`config.mk`:
```
export PLATFORM = sky130hd
export DESIGN_NAME = register_file
export DESIGN_NICKNAME = d
export VERILOG_FILES = /design/src/rtl/regfile_pkg.sv /design/src/rtl/mux32.sv /design/src/rtl/register_en.sv /design/src/rtl/register_file.sv
export SDC_FILE = /design/constraint.sdc
export NUM_CORES = 2
export LEC_CHECK = 0
export ABC_AREA = 1
export BUFFER_PORTS_ARGS = -buffer_cell sky130_fd_sc_hd__buf_4
export CAP_MARGIN = 20
export CORE_UTILIZATION = 30
export CTS_BUF_LIST = sky130_fd_sc_hd__clkbuf_4
export CTS_CLUSTER_DIAMETER = 60
export CTS_CLUSTER_SIZE = 20
export DETAILED_ROUTE_END_ITERATION = 7
export GPL_TIMING_DRIVEN = 1
export PLACE_DENSITY_LB_ADDON = 0.05
export SETUP_SLACK_MARGIN = 0.1
export SYNTH_ARGS = -nofsm -noshare
export SYNTH_HDL_FRONTEND = slang
export SYNTH_SLANG_ARGS = --single-unit
```
`constraint.sdc`:
```
create_clock -name clk -period 1.8 [get_ports clk]
set_input_delay 0.36 -clock clk [delete_from_list [all_inputs] [get_ports clk]]
set_output_delay 0.36 -clock clk [all_outputs]
set_load 0.01 [all_outputs]
```
`src/rtl/regfile_pkg.sv`:
```
// Shared constants and address type for the 32-entry register file.
package regfile_pkg;

    localparam int REG_COUNT = 32;
    localparam int ADDR_W    = 5;

    typedef logic [ADDR_W-1:0] reg_addr_t;

    localparam reg_addr_t ZERO_REG = 5'd0;

endpackage

```
`src/rtl/mux32.sv`:
```
// Generic 32:1 select mux shared by the operand read paths.
module mux32
    import regfile_pkg::*;
#(
    parameter int N = 32
) (
    input  logic [N-1:0] in [REG_COUNT],
    input  reg_addr_t    sel,
    output logic [N-1:0] out
);

    assign out = in[sel];

endmodule

```
`src/rtl/register_en.sv`:
```
// One N-bit storage register with synchronous active-high clear and load enable.
module register_en #(
    parameter int N = 32
) (
    input  logic         clk,
    input  logic         rst,
    input  logic         ena,
    input  logic [N-1:0] d,
    output logic [N-1:0] q
);

    // Clear wins over load so a write in the reset cycle is discarded.
    always_ff @(posedge clk) begin
        if (rst) begin
            q <= '0;
        end else if (ena) begin
            q <= d;
        end
    end

endmodule

```
`src/rtl/register_file.sv`:
```
// 32 x N register file, x0 hardwired to zero, one synchronous write port, two combinational reads.
// Defining REGFILE_BYPASS_EN forwards an in-flight write to a matching read port in the same cycle.
module register_file
    import regfile_pkg::*;
#(
    parameter int N = 32
) (
    input  logic         clk,
    input  logic         rst,
    input  logic         wr_ena,
    input  reg_addr_t    wr_addr,
    input  logic [N-1:0] wr_data,
    input  reg_addr_t    rd_addr0,
    input  reg_addr_t    rd_addr1,
    output logic [N-1:0] rd_data0,
    output logic [N-1:0] rd_data1
);

    logic [N-1:0] regs [REG_COUNT];
    logic [N-1:0] mux_out0;
    logic [N-1:0] mux_out1;

    // x0 has no storage; the mux input is simply tied low.
    assign regs[0] = '0;

    for (genvar i = 1; i < REG_COUNT; i++) begin : g_reg
        logic ena;

        assign ena = wr_ena & (wr_addr == reg_addr_t'(i));

        register_en #(
            .N (N)
        ) u_reg (
            .clk (clk),
            .rst (rst),
            .ena (ena),
            .d   (wr_data),
            .q   (regs[i])
        );
    end

    mux32 #(
        .N (N)
    ) u_mux0 (
        .in  (regs),
        .sel (rd_addr0),
        .out (mux_out0)
    );

    mux32 #(
        .N (N)
    ) u_mux1 (
        .in  (regs),
        .sel (rd_addr1),
        .out (mux_out1)
    );

`ifdef REGFILE_BYPASS_EN
    logic wr_live;
    logic byp0;
    logic byp1;

    // Forwarding is blocked for x0 and while reset is held, so reads show stored values then.
    assign wr_live  = wr_ena & ~rst & (wr_addr != ZERO_REG);
    assign byp0     = wr_live & (rd_addr0 == wr_addr);
    assign byp1     = wr_live & (rd_addr1 == wr_addr);
    assign rd_data0 = byp0 ? wr_data : mux_out0;
    assign rd_data1 = byp1 ? wr_data : mux_out1;
`else
    assign rd_data0 = mux_out0;
    assign rd_data1 = mux_out1;
`endif

endmodule
```
# Word-level counts from Yosys, hierarchy flattened
# Cells that the tools add are included.
[word_totals]
ff_bits = 992
[classes]
order_cmp = 2
n_eq_ne = 31
muxes = 6
bitwise = 33
[op_table]
columns = ["op", "n"]
rows = [
  ["$bmux 32 s5", 2],
  ["$mux 32", 4],
  ["$eq 5x5->1 const B", 16],
  ["$eq 5x4->1 const B", 8],
  ["$and 1x1->1", 31],
  ["$eq 5x3->1 const B", 4],
  ["$ge 6x6->1 const B", 2],
  ["$not 5->6", 2],
  ["$eq 5x2->1 const B", 2],
  ["$eq 5x1->1 const B", 1],
]

# Longest topological paths before layout
[depth]
word_depth = 4
mapped_depth = 13

# Hierarchy
# Synthesis repeated with hierarchy kept, for this count alone.
[unflattened]
cells_unflattened = 11222
area_unflattened_um2 = 63368.3
[modules_own_cells]
columns = ["module", "n_inst", "cells_each", "area_per_inst_um2", "seq_area_each_um2"]
rows = [
  ["register_en", 31, 203, 1338.8, 640.6],
  ["mux32", 2, 2431, 10796.6, 0.0],
  ["register_file", 1, 67, 272.8, 0.0],
]

# Worst setup path before layout
# No wires, ideal clock.
[synth_timing]
path_kind = "input -> output"
start = "in rd_addr1[0]"
end = "out rd_data1[24]"
arrival_time_ps = 1521
required_time_ps = 1440
slack_ps = -81
cell_stages = 13
n_path_buf = 4
cell_sequence = "buf_2 -> inv_1 -> buf_2 -> buf_4 -> buf_2 -> nand2_1 -> nand3_1 -> nand3_1 -> nand2_1 -> nand2_1 -> nand2_1 -> nand2_1 -> nand2_1"
[synth_via]
elab_chain_len = 4
[synth_lines]
columns = ["element", "line", "text"]
rows = [
  ["start, declared", "register_file.sv:14", "input reg_addr_t rd_addr1,"],
  ["$not 5->6 (implied by the code)", "mux32.sv:12", "assign out = in[sel];"],
  ["$bmux 32 s5", "mux32.sv:12", ""],
  ["$mux 32 (implied by the code) (2 in series)", "mux32.sv:12", ""],
  ["end, declared", "register_file.sv:16", "output logic [N-1:0] rd_data1"],
]
# No other way between the ends. The select of a mux whose other input is x is not followed.

# Worst setup path in the final report
[layout_timing]
start = "reg g_reg[29].u_reg.q[14]"
end = "out rd_data0[14]"
[layout_via]
elab_chain_len = 3
[layout_lines]
columns = ["element", "line", "text"]
rows = [
  ["start, declared", "register_en.sv:9", "output logic [N-1:0] q"],
  ["start signal, assigned", "register_en.sv:15", "q <= '0;"],
  ["start signal, assigned", "register_en.sv:17", "q <= d;"],
  ["$bmux 32 s5", "mux32.sv:12", ""],
  ["$mux 32 (implied by the code) (2 in series)", "mux32.sv:12", ""],
  ["end, declared", "register_file.sv:15", "output logic [N-1:0] rd_data0,"],
]
# No other way between the ends. The select of a mux whose other input is x is not followed.

==> impl_results.rst <==
.. list-table::
   :header-rows: 1

   * - Metric
     - Value
   * - Initial core utilization
     - 0.303
   * - Wire length of the first global-routing pass
     - 448 mm
   * - Mean post-synth cell area
     - 6.13 um^2
   * - Ratio of total power to cell area
     - 679 nW/um^2
   * - Slowest stage delay, CP
     - 0.37 ns
   * - CORE AREA
     - 186,000 um^2
   * - Dominant cell type by area after synthesis
     - dfxtp_1
   * - Crit-path cells
     - nand2_1 > nand3_1 > nand3_2 > nand2_2 > nand2_1 > nand2_1 > nand2_2 > nand2_4 > buf_6
   * - Total instance count after detailed placement
     - 11,600
   * - Post-synth EDFFs
     - 0
   * - Clk slew on worst S/H paths
     - 0.12 ns
   * - Count of filler cells inserted in the layout
     - 19,900
   * - Run status
     - complete, but fails checks
   * - Setup repair after global routing missed its margin
     - true
   * - Type of the tightest min-delay check
     - input port to register
   * - Design Power
     - 0.0499 W
   * - Setup Skew
     - 0 ns
   * - Worst-margin pin slew
     - 1.13 ns
   * - Number of max-slew violations in the final report
     - 0
   * - Number of flip-flops and latches in the synthesized netlist
     - 992
   * - DRC violation count after routing
     - 0
   * - Inserted Clock Buffers
     - 137
   * - Maximum level of the CTS H-tree
     - 4
   * - Leading cell types by total area after synthesis
     - dfxtp_1, nand2_1, nand3_1, a21oi_1, clkbuf_1
   * - Height of the chip
     - 435 um
   * - Portion of the clock cycle consumed by the worst path in the final layout
     - 1.61
   * - Maximum operating frequency
     - 344 MHz
   * - Count of different cell masters after synthesis
     - 27
   * - Number of maximum-capacitance constraint violations
     - 0
   * - Rows
     - 158
   * - Average vias per placed instance
     - 5.53
   * - CTS sink cnt
     - 992
   * - Die W
     - 435 um
   * - Remaining max-slew budget at the tightest pin
     - 0.242
   * - Critical Path Source Type
     - register
   * - Share of post-route cells with drive strength above 1
     - 0.263
   * - Maximum buffer depth of the clock tree
     - 3
   * - Total Routing Usage GR
     - 0.318
   * - Area occupied by registers
     - 20,600 um^2
   * - Estimated wirelength of the detail-placed design
     - 200 mm
   * - Final net count
     - 9,478
   * - Overall die area
     - 189,000 um^2
   * - Largest voltage drop on the vdd net
     - 0.573 mV
   * - Leak Pwr
     - 28.0 nW
   * - Clk_lat worst skew
     - 1.31 ns
   * - Count of endpoints failing setup in the final report
     - 65
   * - Slack of the worst reg-to-reg path
     - 0.63 ns
   * - Total count of hold-check failures in the final report
     - 0
   * - Cell with the largest stage delay on the worst path
     - dfxtp_2
   * - Synth warn
     - 0
   * - Buffer type at the clock tree root
     - clkbuf_4
   * - Failing checks
     - setup timing
   * - Max FFs per register
     - 992
   * - Post-route setup slack
     - -1.11 ns
   * - First-pass iteration count of the detailed router
     - 6
   * - Area occupied by multi-input gates
     - 34,300 um^2
   * - Violation count after the first detailed-routing iteration
     - 7,062
   * - Antenna viol nets, final
     - 0
   * - Total Routed Length
     - 315 mm
   * - Routed WL per cell
     - 26.2 um
   * - Syn_nets
     - 9,227
   * - TritonCTS clock tree
     - done
   * - Gate count after technology mapping
     - 9,177
   * - Final min period
     - 2.91 ns
   * - Sequential element share of the synthesized area
     - 0.353
   * - Critical path endpoint category
     - output pin
   * - Prevailing post-synth register cell
     - dfxtp_1
   * - CP max FO
     - 3
   * - Synth-to-layout area growth
     - 30.6%
   * - Cell area after layout
     - 73,500 um^2
   * - Data arrival time of the worst path
     - 2.55 ns
   * - Instance area after placement
     - 65,600 um^2
   * - Largest reg by FF count
     - g.u_reg.q
   * - Most prevalent standard cell on the critical path
     - nand2_1
   * - Mapped Area
     - 56,200 um^2
   * - Port buffer count
     - 113
   * - Via count of the routed design
     - 66,500
   * - Maximum number of pins on one net before global-route repair
     - 92
   * - Async S/R FF share, synth
     - 0
   * - Global route overflow
     - 0
   * - Area fraction of the dominant cell type after synthesis
     - 0.353
   * - Vias in the first global route
     - 61,200
   * - Kind of critical path
     - register to output pin
   * - Placer Congestion
     - 0.879
   * - Required time of the critical path
     - 1.44 ns
   * - Fin cells
     - 12,000
   * - Number of top-level pins
     - 114
   * - Initial antenna violation count
     - 20
   * - Largest registers in the final layout
     - g.u_reg.q (992)
==> layout by cell type, fill, tap and decap left out, types with 10 or more instances in the layout <==
cell / count
inv_1: 164
clkbuf_4: 156
dfxtp_1: 451
inv_6: 19
diode_2: 10
a21oi_1: 766
a211oi_2: 32
nand2_1: 3134
nand2_4: 74
inv_2: 78
bufinv_16: 19
nand3_2: 251
clkinvlp_4: 14
nand3_1: 1860
nand4_1: 96
dfxtp_4: 12
dlygate4sd3_1: 124
clkinv_2: 16
clkinv_1: 12
dfxtp_2: 529
nand2_2: 372
nor2_1: 224
buf_6: 71
buf_12: 311
a211oi_1: 192
buf_4: 501
==> cell usage after synthesis, types with 3 or more instances <==
cell type	count
nand2_1	3574
nand3_1	2095
dfxtp_1	992
a21oi_1	766
clkbuf_1	515
buf_2	268
inv_1	234
nor2_1	227
a211oi_1	192
buf_1	100
nand4_1	96
a211oi_2	32
nand3_2	22
buf_6	16
inv_2	10
nand2_2	7
buf_4	6
nor2_8	6
nor2_2	4
nor2_4	3
==> per-stage QoR <==
step	setup WS, ns	setup TNS [ns]	utilization	hold WS, ns
2_1_floorplan	0.0725	0	-	0.447
3_3_place_gp	-0.524	-62.59	0.353	0.463
3_5_place_dp	-0.523	-61.74	0.353	0.464
4_1_cts	-1.23	-143.89	0.382	0.00136
5_1_grt	-1.22	-73.73	0.395	0.00100
6_report	-1.11	-65.87	0.395	0.0398
==> per-layer routing <==
layer	global-route usage	part of all wire	wire length [um]	up-vias
li1	-	-	-	30800
met2	0.492	0.44	138000	2804
met3	0.0472	0.073	23100	579
met1	0.445	0.45	141000	32300
met5	0	0.00021	67	-
met4	0.118	0.041	12900	10
==> final cells by class <==
cell class	instances	area share
Antenna cell	10	0.000341
Sequential cell	992	0.280
Timing Repair Buffer	1020	0.167
Inverter	247	0.0137
Multi-Input combinational cell	7030	0.467
Tap cell	2480	0.0422
Clock inverter	94	0.0145
Clock buffer	155	0.0158
==> cell families after synthesis <==
kind of cell	Yosys count	synth area share
and+or+nand+nor	6038	0.459
DFF	992	0.353
buffers and inverters	1155	0.0864
AOI/OAI and AO/OA	992	0.101
==> worst max-delay path, delay by kind of cell, from the launching register on <==
kind	cells	cell delay, ns
flip-flops	1	0.37
buffers and inverters	1	0.13
AND/OR/NAND/NOR	8	0.72
==> what timing repair did <==
action,in CTS,in global routing
buffers inserted,14,62
endpoints found under the hold margin,992,131
endpoints found under the setup margin,64,649
hold buffers,139,10
pin swaps,277,340
resized for setup,697,672
cloned,0,2
==> worst paths after layout <==
path                                       from                            endpoint  depth (start not counted)
max          g_reg[29].u_reg.q[14]$_SDFFE_PP0P_                        rd_data0[14]                          9
min                                  wr_addr[0]  g_reg[28].u_reg.q[26]$_SDFFE_PP0P_                          8
max reg2reg  g_reg[17].u_reg.q[27]$_SDFFE_PP0P_  g_reg[17].u_reg.q[27]$_SDFFE_PP0P_                          3
min reg2reg  g_reg[23].u_reg.q[24]$_SDFFE_PP0P_  g_reg[23].u_reg.q[24]$_SDFFE_PP0P_                          2
==> where the power goes <==
group	switching, W	internal, W	total, W
Clock	0.0104	0.00727	0.0177
Combinational	0.00658	0.00336	0.00994
Sequential	0.000130	0.0221	0.0223
(Power assumes the default switching activity.)
